$ cat src/rtl/slice_serial_alu.sv
// Bit-serial 74381-style ALU: one SLICE-bit slice per clock, LSB first.
// Slice carry lives in a register; results publish only on the last slice.
module slice_serial_alu #(
  parameter int WIDTH = 32,
  parameter int SLICE = 4
) (
  input  logic             clk,
  input  logic             rst,
  input  logic             start,
  input  logic [WIDTH-1:0] a,
  input  logic [WIDTH-1:0] b,
  input  logic [2:0]       s,
  input  logic             c_in,
  output logic [WIDTH-1:0] f,
  output logic             cout,
  output logic             overflow,
  output logic             zero,
  output logic             busy,
  output logic             done
);

  localparam int NSLICE = WIDTH / SLICE;
  localparam int IW     = (NSLICE > 1) ? $clog2(NSLICE) : 1;

  typedef enum logic {
    IDLE,
    RUN
  } state_t;

  state_t           state_q;
  logic [WIDTH-1:0] a_q;
  logic [WIDTH-1:0] b_q;
  logic [WIDTH-1:0] res_q;
  logic [2:0]       s_q;
  logic             carry_q;
  logic [IW-1:0]    idx_q;
  logic [WIDTH-1:0] f_q;
  logic             cout_q;
  logic             ovf_q;
  logic             zero_q;
  logic             done_q;

  logic [SLICE-1:0] a_sl;
  logic [SLICE-1:0] b_sl;
  logic [SLICE-1:0] x_sl;
  logic [SLICE-1:0] y_sl;
  logic [SLICE-1:0] f_sl;
  logic [SLICE:0]   sum;
  logic             arith;
  logic             c_msb;
  logic             last;
  logic             carry_d;
  logic [WIDTH-1:0] res_d;

  always_comb begin
    a_sl = '0;
    b_sl = '0;
    for (int i = 0; i < NSLICE; i++) begin
      if (idx_q == IW'(i)) begin
        a_sl = a_q[i*SLICE +: SLICE];
        b_sl = b_q[i*SLICE +: SLICE];
      end
    end
  end

  assign arith = (s_q == 3'b001) || (s_q == 3'b010) || (s_q == 3'b011);

  always_comb begin
    x_sl = a_sl;
    y_sl = b_sl;
    unique case (1'b1)
      (s_q == 3'b001): x_sl = ~a_sl;
      (s_q == 3'b010): y_sl = ~b_sl;
      default: ;
    endcase
  end

  assign sum = {1'b0, x_sl} + {1'b0, y_sl} + {{SLICE{1'b0}}, carry_q};

  // Carry into the slice MSB, recovered from the sum bit and its operands.
  assign c_msb = sum[SLICE-1] ^ x_sl[SLICE-1] ^ y_sl[SLICE-1];

  always_comb begin
    f_sl = '0;
    unique case (s_q)
      3'b000: f_sl = '0;
      3'b001: f_sl = sum[SLICE-1:0];
      3'b010: f_sl = sum[SLICE-1:0];
      3'b011: f_sl = sum[SLICE-1:0];
      3'b100: f_sl = a_sl ^ b_sl;
      3'b101: f_sl = a_sl | b_sl;
      3'b110: f_sl = a_sl & b_sl;
      3'b111: f_sl = '1;
      default: f_sl = '0;
    endcase
  end

  always_comb begin
    res_d = res_q;
    for (int i = 0; i < NSLICE; i++) begin
      if (idx_q == IW'(i)) begin
        res_d[i*SLICE +: SLICE] = f_sl;
      end
    end
  end

  assign carry_d = arith & sum[SLICE];
  assign last    = (idx_q == IW'(NSLICE - 1));

  always_ff @(posedge clk) begin
    if (rst) begin
      state_q <= IDLE;
      a_q     <= '0;
      b_q     <= '0;
      res_q   <= '0;
      s_q     <= '0;
      carry_q <= 1'b0;
      idx_q   <= '0;
      f_q     <= '0;
      cout_q  <= 1'b0;
      ovf_q   <= 1'b0;
      zero_q  <= 1'b0;
      done_q  <= 1'b0;
    end else begin
      done_q <= 1'b0;
      unique case (state_q)
        IDLE: begin
          if (start) begin
            a_q     <= a;
            b_q     <= b;
            s_q     <= s;
            carry_q <= c_in;
            idx_q   <= '0;
            res_q   <= '0;
            state_q <= RUN;
          end
        end
        RUN: begin
          res_q   <= res_d;
          carry_q <= carry_d;
          idx_q   <= idx_q + IW'(1);
          if (last) begin
            f_q     <= res_d;
            cout_q  <= carry_d;
            ovf_q   <= arith & (c_msb ^ sum[SLICE]);
            zero_q  <= (res_d == '0);
            done_q  <= 1'b1;
            idx_q   <= '0;
            state_q <= IDLE;
          end
        end
        default: state_q <= IDLE;
      endcase
    end
  end

  assign f        = f_q;
  assign cout     = cout_q;
  assign overflow = ovf_q;
  assign zero     = zero_q;
  assign busy     = (state_q == RUN);
  assign done     = done_q;

endmodule

$ cat config.mk
export PLATFORM = sky130hd
export DESIGN_NAME = slice_serial_alu
export DESIGN_NICKNAME = d
export VERILOG_FILES = /design/src/rtl/slice_serial_alu.sv
export SDC_FILE = /design/constraint.sdc
export NUM_CORES = 1
export LEC_CHECK = 0
export ABC_AREA = 1
export BUFFER_PORTS_ARGS = -buffer_cell sky130_fd_sc_hd__clkbuf_2
export CELL_PAD_IN_SITES_DETAIL_PLACEMENT = 1
export CELL_PAD_IN_SITES_GLOBAL_PLACEMENT = 1
export CORE_UTILIZATION = 40
export DETAILED_ROUTE_END_ITERATION = 10
export PLACE_DENSITY_LB_ADDON = 0.1
export SYNTH_ARGS = -nofsm -noshare
export SYNTH_HDL_FRONTEND = slang
export SYNTH_SLANG_ARGS = --single-unit
$ cat constraint.sdc
create_clock -name clk -period 4.85 [get_ports clk]
set_clock_uncertainty 0.05 [all_clocks]
set_input_delay 0.2425 -clock clk [delete_from_list [all_inputs] [get_ports clk]]
set_output_delay 0.2425 -clock clk [all_outputs]
set_load 0.02 [all_outputs]
==> results.py, run 1 <==
metrics = {
    "outcome": {
        "outcome": "finished clean",
    },
    "synth": {
        "synth_area_leaders": "dfxtp_1 (43%), nand2_1 (11%), nor2_1 (10%)",
        "syn_inst": 937,
        "synth-xor-area-share_pct": 0.810,
        "synth_top_family_by_area": "simple AND/OR/NAND/NOR gates",
        "synthesis.area_um2": 6490,
        "yosys.area.top_type_share_pct": 43.2,
        "yosys_warnings": 0,
        "synthFlopType": "dfxtp_1",
        "ys_seq_elements": 140,
        "seq_area_frac_synth_pct": 43.2,
        "synth_adder_area_share_pct": 3.89,
        "synthSimpleGateAreaFrac_pct": 27.6,
        "synthesis.nets": 1027,
        "synth_edf_count": 0,
        "synth_top_cell_by_area": "dfxtp_1",
        "synth.avg_cell_area_um2": 6.93,
        "synth_mux_area_share_pct": 0,
        "synth_cell_types": 34,
        "synth-compound-area-share_pct": 16.8,
        "async_reset_ff_share_pct": 0,
    },
    "sta": {
        "post-route-min-period_ns": 4.40,
        "maxSlewHeadroom_pct": 47.3,
        "worst_slew_pin_slew_ns": 0.790,
        "finalHoldViolCount": 0,
        "rsz0062_at_grt": "false",
        "hold_ws_ns": 0.0147,
        "tns_ns": 0,
        "slew_viol_final": 0,
        "fin_crit_sh_pct": 90.7,
        "fmax_ghz": 0.227,
        "finalSetupViolCount": 0,
    },
    "detailed_routing": {
        "vias": 6236,
        "vias_per_cell": 4.93,
        "drt-initial-drc-count": 283,
        "wl_per_cell_um": 15.3,
        "drt-total-wl_mm": 19.4,
        "ant_nets": 0,
        "drc_errors": 0,
        "firstDrtPassIters": 4,
    },
    "finish": {
        "syn2layout_area_growth_pct": 22.3,
        "fin_area_um2": 7940,
        "final_common_cell": "nand2_1",
        "antenna_cells": 0,
        "layout_common_cells": "nand2_1 (197), nor2_1 (173), dfxtp_1 (140)",
        "nNetsFinal": 1125,
        "drive_above_1_share_pct": 18.3,
        "post-route-util_pct": 50.0,
    },
    "pwr": {
        "finalPower_w": 0.00313,
        "p_leak_nw": 3.65,
        "powerDensity_nw_per_um2": 395,
        "peakVddDrop_mv": 0.256,
    },
    "global_route": {
        "antenna_found_initial": 0,
        "overflow": 0,
        "grt_pass1_wl_mm": 31.3,
        "grt_max_degree": 75,
        "gr-usage-all-layers_pct": 24.5,
        "grt_pass1_vias": 6216,
    },
    "floorplanning": {
        "rows": 46,
        "start_util_pct": 40.9,
        "die_area_um2": 16700,
        "die_w_um": 129,
        "die_y_um": 129,
        "ios": 108,
        "core_area_um2": 15900,
    },
    "clocking": {
        "root_buffer": "clkbuf_16",
        "hold_buffers": 0,
        "cts-buffers-inserted": 17,
        "clock_path_buffers": 2,
        "cts_num_sinks": 140,
        "htreeDepth": 4,
        "clk_latency_ns": 0.43,
        "cts_resized": 0,
        "cts_tree": "yes",
        "clk_pin_slew_ns": 0.06,
        "cts_setup_buffers": 0,
    },
    "critical_path": {
        "worstSetupPathType": "flip-flop to flip-flop",
        "worst-path-max-fanout": 12,
        "worstSetupEndpointType": "flip-flop",
        "cp.required_ns": 5.17,
        "worstSetupStartpointType": "flip-flop",
        "critPathArrivalTime_ns": 4.72,
    },
    "place": {
        "gp_congestion": 0.867,
        "placedInstanceArea_um2": 7270,
        "post-dp-hpwl_mm": 14.1,
        "io_buffer_count": 107,
    },
    "worst_hold_path": {
        "hold_class": "input pin to flip-flop",
    },
    "run": {
        "cap_violations": 0,
    },
}
-- critical path: stages (launching register included) --
cell	delay, ns
dfxtp_1	0.54
inv_2	0.11
ha_1	0.23
inv_1	0.32
o211ai_1	0.15
nand3_1	0.09
o21ai_0	0.10
nand2_1	0.10
o211ai_1	0.09
nand2_1	0.08
nand2_1	0.09
xor2_1	0.17
fa_1	0.44
fa_1	0.37
inv_1	0.09
nand2_1	0.06
nand3_1	0.08
nand2_1	0.09
nor2_4	0.22
nand2_1	0.08
o21ai_0	0.14
nand4_1	0.17
or2_0	0.23
nor2_1	0.09
nand4_1	0.08
nand2_1	0.06
-- Yosys cell counts, types with 2 or more instances --
cell and instances:
a21oi_1 33, nand2_2 2, xor2_1 6, a31oi_1 6
o21ai_2 2, nor2_4 2, or2_2 16, ha_1 17
nand3_1 31, a22o_1 4, o21ai_0 128, nor2_1 175
clkbuf_1 41, nand2_1 198, o211ai_1 6, or2_0 4
inv_2 4, o22ai_1 15, dfxtp_1 140, buf_1 2
fa_1 2, buf_2 6, o221ai_1 3, o21a_1 2
nand4_1 5, nor3_1 4, inv_1 76
-- path summary, 6_finish.rpt --
kind,from,to,slack (ns),cells past startpoint
worst min register to register,zero,zero,0.40,2
worst min-delay path,a[21],a_q[21],0.01,3
worst max-delay path,idx_q[2],zero,0.45,25
worst max register to register,idx_q[2],zero,0.45,25
-- registers in the layout, summed over array words and instances, names as in the netlist, 3 cells and up --
name / count
a_q: 32
b_q: 32
idx_q: 3
f: 32
res_q: 32
s_q: 3
-- cell type report --
type / count / area (um2)
clock buffer: 19 / 453
clock inverter: 13 / 213
fill: 2129 / 7950
inverter: 81 / 304
multi-input combinational: 666 / 3190
sequential: 140 / 2800
tap: 216 / 270
timing repair buffer: 129 / 701
-- power breakdown --
part           internal, W  switching [W]  total (W)
clock network     0.000943       0.000525    0.00147
registers          0.00120      0.0000306    0.00123
logic             0.000151       0.000283   0.000434
total              0.00230       0.000839    0.00313
-- logic make-up (layout without fill, tap and decap cells) --
family	after synthesis	count (layout)
buffers and inverters	131	242
adders and majority gates	19	19
AOI/OAI and AO/OA	201	201
DFF	140	140
and+or+nand+nor	440	440
xor gates and xnor gates	6	6
-- per-layer routing --
| layer | vias up | track usage [%] | share of wire [%] |
|---|---|---|---|
| li1 | 3212 | - | - |
| met1 | 2880 | 31.2 | 48 |
| met2 | 117 | 41.6 | 46 |
| met3 | 27 | 4.13 | 3.1 |
| met4 | 0 | 9.55 | 2.0 |
| met5 | - | 0 | 0 |
-- per-stage QoR --
stage	worst slack [ns]	cells
3_5_place_dp	0.375	1232
2_1_floorplan	1.08	937
5_1_grt	0.0126	1264
4_1_cts	0.345	1264
3_3_place_gp	0.543	1232
6_report	0.451	1264
Power figures use the tool's default switching activity.
==> inputs of run 2 (changes only) <==
Settings changed: MAX_ROUTING_LAYER set to met4.
==> run 2 against run 1 <==
  * Flip-flop and latch count is the same
  * Cell area stayed put
  * Register-to-register slack is essentially flat
  * First-iteration DRC count up 17%
  * Final cell count unchanged
  * Via count hardly changed
  * Power hardly changed
  * Clock-buffer cell count unchanged
  * Wire length barely moved
  * Sequential share of layout area did not move
  * Combinational power barely moved
  * Setup slack got worse by 0.0084 ns
==> results.py, run 2 (synthesis results as in run 1) <==
metrics = {
    "clocking": {
        "clk_latency_ns": 0.43,
        "clock_path_buffers": 2,
        "root_buffer": "clkbuf_16",
        "cts_setup_buffers": 0,
        "cts_num_sinks": 140,
        "cts-buffers-inserted": 17,
        "hold_buffers": 0,
        "htreeDepth": 4,
        "clk_pin_slew_ns": 0.06,
        "cts_tree": "yes",
        "cts_resized": 0,
    },
    "critical_path": {
        "cp.required_ns": 5.17,
        "worstSetupEndpointType": "flip-flop",
        "worst-path-max-fanout": 12,
        "critPathArrivalTime_ns": 4.73,
        "worstSetupStartpointType": "flip-flop",
        "worstSetupPathType": "flip-flop to flip-flop",
    },
    "pwr": {
        "powerDensity_nw_per_um2": 395,
        "internal_power_w": 0.00230,
        "pwr-share-comb_pct": 13.9,
        "peakVddDrop_mv": 0.256,
        "seqPwrFrac_pct": 39.3,
        "p_sw_share_pct": 26.7,
        "p_leak_nw": 3.65,
        "power.switching_w": 0.000838,
        "p_clk_share_pct": 46.8,
    },
    "global_route": {
        "grt_pass1_vias": 6206,
        "grt_pass1_wl_mm": 31.3,
        "gr-usage-all-layers_pct": 25.3,
        "overflow": 0,
        "antenna_found_initial": 0,
        "grt_max_degree": 75,
    },
    "floorplanning": {
        "die_area_um2": 16700,
        "die_w_um": 129,
        "die_y_um": 129,
        "ios": 108,
        "start_util_pct": 40.9,
        "core_area_um2": 15900,
        "rows": 46,
    },
    "sta": {
        "tns_ns": 0,
        "post-route-min-period_ns": 4.41,
        "fmax_ghz": 0.227,
        "rsz0062_at_grt": "false",
        "slew_viol_final": 0,
        "worst_slew_pin_slew_ns": 0.784,
        "setup_ws_ns": 0.442,
        "maxSlewHeadroom_pct": 47.7,
        "finalHoldViolCount": 0,
        "fin_crit_sh_pct": 90.9,
        "finalSetupViolCount": 0,
    },
    "detailed_routing": {
        "drt-initial-drc-count": 330,
        "firstDrtPassIters": 4,
        "drc_errors": 0,
        "drt-total-wl_mm": 19.4,
        "vias": 6233,
        "ant_nets": 0,
        "vias_per_cell": 4.93,
        "wl_per_cell_um": 15.3,
    },
    "place": {
        "post-place-ws_ns": 0.375,
        "post-dp-hpwl_mm": 14.1,
        "gp_congestion": 0.881,
        "io_buffer_count": 107,
    },
    "outcome": {
        "outcome": "finished clean",
    },
    "run": {
        "cap_violations": 0,
    },
    "worst_hold_path": {
        "hold_class": "input pin to flip-flop",
    },
    "finish": {
        "layout_common_cells": "nand2_1 (197), nor2_1 (173), dfxtp_1 (140)",
        "drive_above_1_share_pct": 18.3,
        "syn2layout_area_growth_pct": 22.3,
        "final_common_cell": "nand2_1",
        "nNetsFinal": 1125,
        "antenna_cells": 0,
    },
}
==> run 2: cell counts in the layout (fill, tap and decap cells not counted) <==
Identical to the previous run, type by type.
==> run 2: metal layers <==
metal  vias to the layer above  wire length, um  GRT usage (%)
met5                         -                0              -
met4                         0              373           9.34
li1                       3215                -              -
met1                      2881             9440           31.2
met2                       110             9000           41.5
met3                        27              558           4.25
==> run 2: power groups by stage <==
stage	registers, W	logic, W	clock network (W)
6_report	0.00123	0.000434	0.00147
5_1_grt	0.00124	0.000493	0.00153
4_1_cts	0.00123	0.000438	0.00149
3_5_place_dp	0.00126	0.000432	0
3_3_place_gp	0.00126	0.000421	0
2_1_floorplan	0.00125	0.000294	0
==> run 2: path summary, 6_finish.rpt <==
path,start,to,slack [ns],cells after the start
setup / recovery,idx_q[2],zero,0.44,25
hold / removal,a[21],a_q[21],0.01,3
setup reg to reg,idx_q[2],zero,0.44,25
hold reg to reg,zero,zero,0.40,2
==> run 2: critical path, stage by stage (launching register included) <==
cell	delay, ns
dfxtp_1	0.54
inv_2	0.11
ha_1	0.23
inv_1	0.32
o211ai_1	0.15
nand3_1	0.09
o21ai_0	0.10
nand2_1	0.10
o211ai_1	0.09
nand2_1	0.08
nand2_1	0.09
xor2_1	0.17
fa_1	0.45
fa_1	0.37
inv_1	0.09
nand2_1	0.06
nand3_1	0.08
nand2_1	0.09
nor2_4	0.22
nand2_1	0.09
o21ai_0	0.14
nand4_1	0.18
or2_0	0.23
nor2_1	0.09
nand4_1	0.09
nand2_1	0.06
==> run 2: stage by stage <==
stage               std cells  cell area [um2]  util [%]  power, W  hold WS [ns]
floorplan                 937             6490         -   0.00154         0.341
global placement         1232             7270      45.8   0.00168         0.390
detailed placement       1232             7270      45.8   0.00169         0.394
CTS                      1264             7930      49.9   0.00315       0.00510
global route             1264             7940      50.0   0.00326        0.0180
finish                   1264             7940      50.0   0.00313        0.0124
==> run 2: layout make-up <==
type / instances / area, um2
Multi-Input combinational cell: 666 / 3190
Timing Repair Buffer: 129 / 701
Sequential cell: 140 / 2800
Clock inverter: 13 / 213
Tap cell: 216 / 270
Fill cell: 2129 / 7950
Clock buffer: 19 / 453
Inverter: 81 / 304
==> inputs of run 3 (changes only) <==
Settings changed: PLACE_DENSITY set to 0.87, PLACE_DENSITY_LB_ADDON 0.1 to not set.
==> run 3 against run 2 <==
  * Die area unchanged
  * Global-route usage is 0.93 points higher
  * Flip-flop and latch count did not move
  * First-iteration DRC count up 9.7%
  * Wire length increased by 4.6%
  * Register-to-register slack got worse by 0.11 ns
  * Setup slack worse by 0.11 ns
  * Sequential power is essentially flat
  * Fmax down 2.5%
  * Non-clock buffer count shrank 3
  * Hold slack got worse by 0.0045 ns
  * Largest power group unchanged
==> results.py, run 3 (synthesis results as in run 1) <==
metrics = {
    "outcome": {
        "outcome": "finished clean",
    },
    "global_route": {
        "grt_pass1_wl_mm": 32.4,
        "gr-usage-all-layers_pct": 26.2,
        "grt_max_degree": 68,
        "overflow": 0,
        "antenna_found_initial": 0,
        "grt_pass1_vias": 6498,
    },
    "pwr": {
        "powerDensity_nw_per_um2": 397,
        "finalPower_w": 0.00315,
        "p_leak_nw": 3.64,
        "peakVddDrop_mv": 0.251,
    },
    "sta": {
        "maxSlewHeadroom_pct": 48.1,
        "fin_crit_sh_pct": 93.2,
        "worst_slew_pin_slew_ns": 0.778,
        "fmax_ghz": 0.221,
        "rsz0062_at_grt": "false",
        "slew_viol_final": 0,
        "hold_ws_ns": 0.00792,
        "post-route-min-period_ns": 4.52,
        "finalHoldViolCount": 0,
        "finalSetupViolCount": 0,
        "tns_ns": 0,
    },
    "finish": {
        "final_common_cell": "nand2_1",
        "nNetsFinal": 1122,
        "antenna_cells": 0,
        "final-instance-count-excl-fill": 1261,
        "syn2layout_area_growth_pct": 22.1,
        "drive_above_1_share_pct": 18.2,
        "layout_common_cells": "nand2_1 (197), nor2_1 (173), dfxtp_1 (140)",
        "fin_area_um2": 7930,
    },
    "floorplanning": {
        "die_area_um2": 16700,
        "core_area_um2": 15900,
        "die_y_um": 129,
        "ios": 108,
        "rows": 46,
        "die_w_um": 129,
        "start_util_pct": 40.9,
    },
    "critical_path": {
        "slowest_stage": "fa_1",
        "critPathArrivalTime_ns": 4.85,
        "crit_top_cell": "nand2_1",
        "worstReg2RegStart": "idx_q[0]",
        "worst-path-max-fanout": 9,
        "r2r_end": "zero",
        "worstSetupPathType": "flip-flop to flip-flop",
        "r2r_setup_slack_ns": 0.33,
        "worstSetupStartpointType": "flip-flop",
        "worstSetupEndpointType": "flip-flop",
        "endpoint": "zero",
        "cp.required_ns": 5.18,
        "crit_start": "idx_q[0]",
        "cpPeakStageDelay_ns": 0.50,
        "r2r_cells": 25,
    },
    "place": {
        "post-dp-hpwl_mm": 14.4,
        "io_buffer_count": 107,
        "placedInstanceArea_um2": 7250,
        "gp_congestion": 0.866,
        "dp_cells": 1229,
    },
    "clocking": {
        "clk_latency_ns": 0.43,
        "cts_num_sinks": 140,
        "clock_path_buffers": 2,
        "cts_setup_buffers": 0,
        "cts_tree": "yes",
        "cts-buffers-inserted": 17,
        "cts_resized": 0,
        "clk_pin_slew_ns": 0.06,
        "hold_buffers": 0,
        "root_buffer": "clkbuf_16",
        "htreeDepth": 4,
    },
    "detailed_routing": {
        "wl_per_cell_um": 16.1,
        "vias": 6420,
        "vias_per_cell": 5.09,
        "drt-total-wl_mm": 20.3,
        "firstDrtPassIters": 4,
        "ant_nets": 0,
        "drc_errors": 0,
        "drt-initial-drc-count": 362,
    },
    "run": {
        "cap_violations": 0,
    },
    "worst_hold_path": {
        "hold_class": "input pin to flip-flop",
    },
}
==> run 3: cell count changes in the layout (fill, tap and decap cells not counted), moves of 2 or more <==
cell / change
clkinv_2: +2
buf_4: -3
clkinv_4: -2
clkbuf_8: +2
inv_6: -2
==> run 3: critical path, delay by kind of cell (launching register included) <==
family / cells / cell delay (ns)
buffers and inverters: 3 / 0.23
adders and majority gates: 3 / 1.13
xor gates and xnor gates: 1 / 0.17
AOI/OAI and AO/OA: 5 / 0.70
and+or+nand+nor: 13 / 1.81
DFF: 1 / 0.35
==> run 3: worst min-delay path by stage <==
stage / start / end / depth (start not counted)
after global placement: f[8] / f[8] / 2
final: a[29] / a_q[29] / 3
after detailed placement: f[14] / f[14] / 2
after global routing: b[18] / b_q[18] / 3
after CTS: b[11] / b_q[11] / 3
after floorplan: rst / done / 1
==> run 3: report_power, final <==
part	internal, W	switching, W
Clock	0.000964	0.000511
Sequential	0.00120	0.0000350
Combinational	0.000151	0.000288
==> run 3: routing by layer <==
layer	share of wire (%)	GRT usage, %	wire, um	vias to the layer above
met5	0	-	0	-
met2	48	43.6	9690	166
met1	44	30.8	9000	3000
met3	4.9	5.66	995	52
li1	-	-	-	3202
met4	2.9	10.5	591	0
==> run 3: final cells by class <==
cell class                 count  area (um2)
clock buffer                  21         480
sequential                   140        2800
inverter                      81         308
timing repair buffer         126         678
multi-input combinational    666        3200
fill                        2116        7960
tap                          216         270
clock inverter                11         188
==> run 3: metrics by stage <==
step / utilization, % / worst slack (ns)
after floorplan: - / 1.08
after global placement: 45.6 / 0.556
after detailed placement: 45.6 / 0.305
after CTS: 49.8 / 0.202
after global routing: 49.9 / 0.0132
final: 49.9 / 0.331
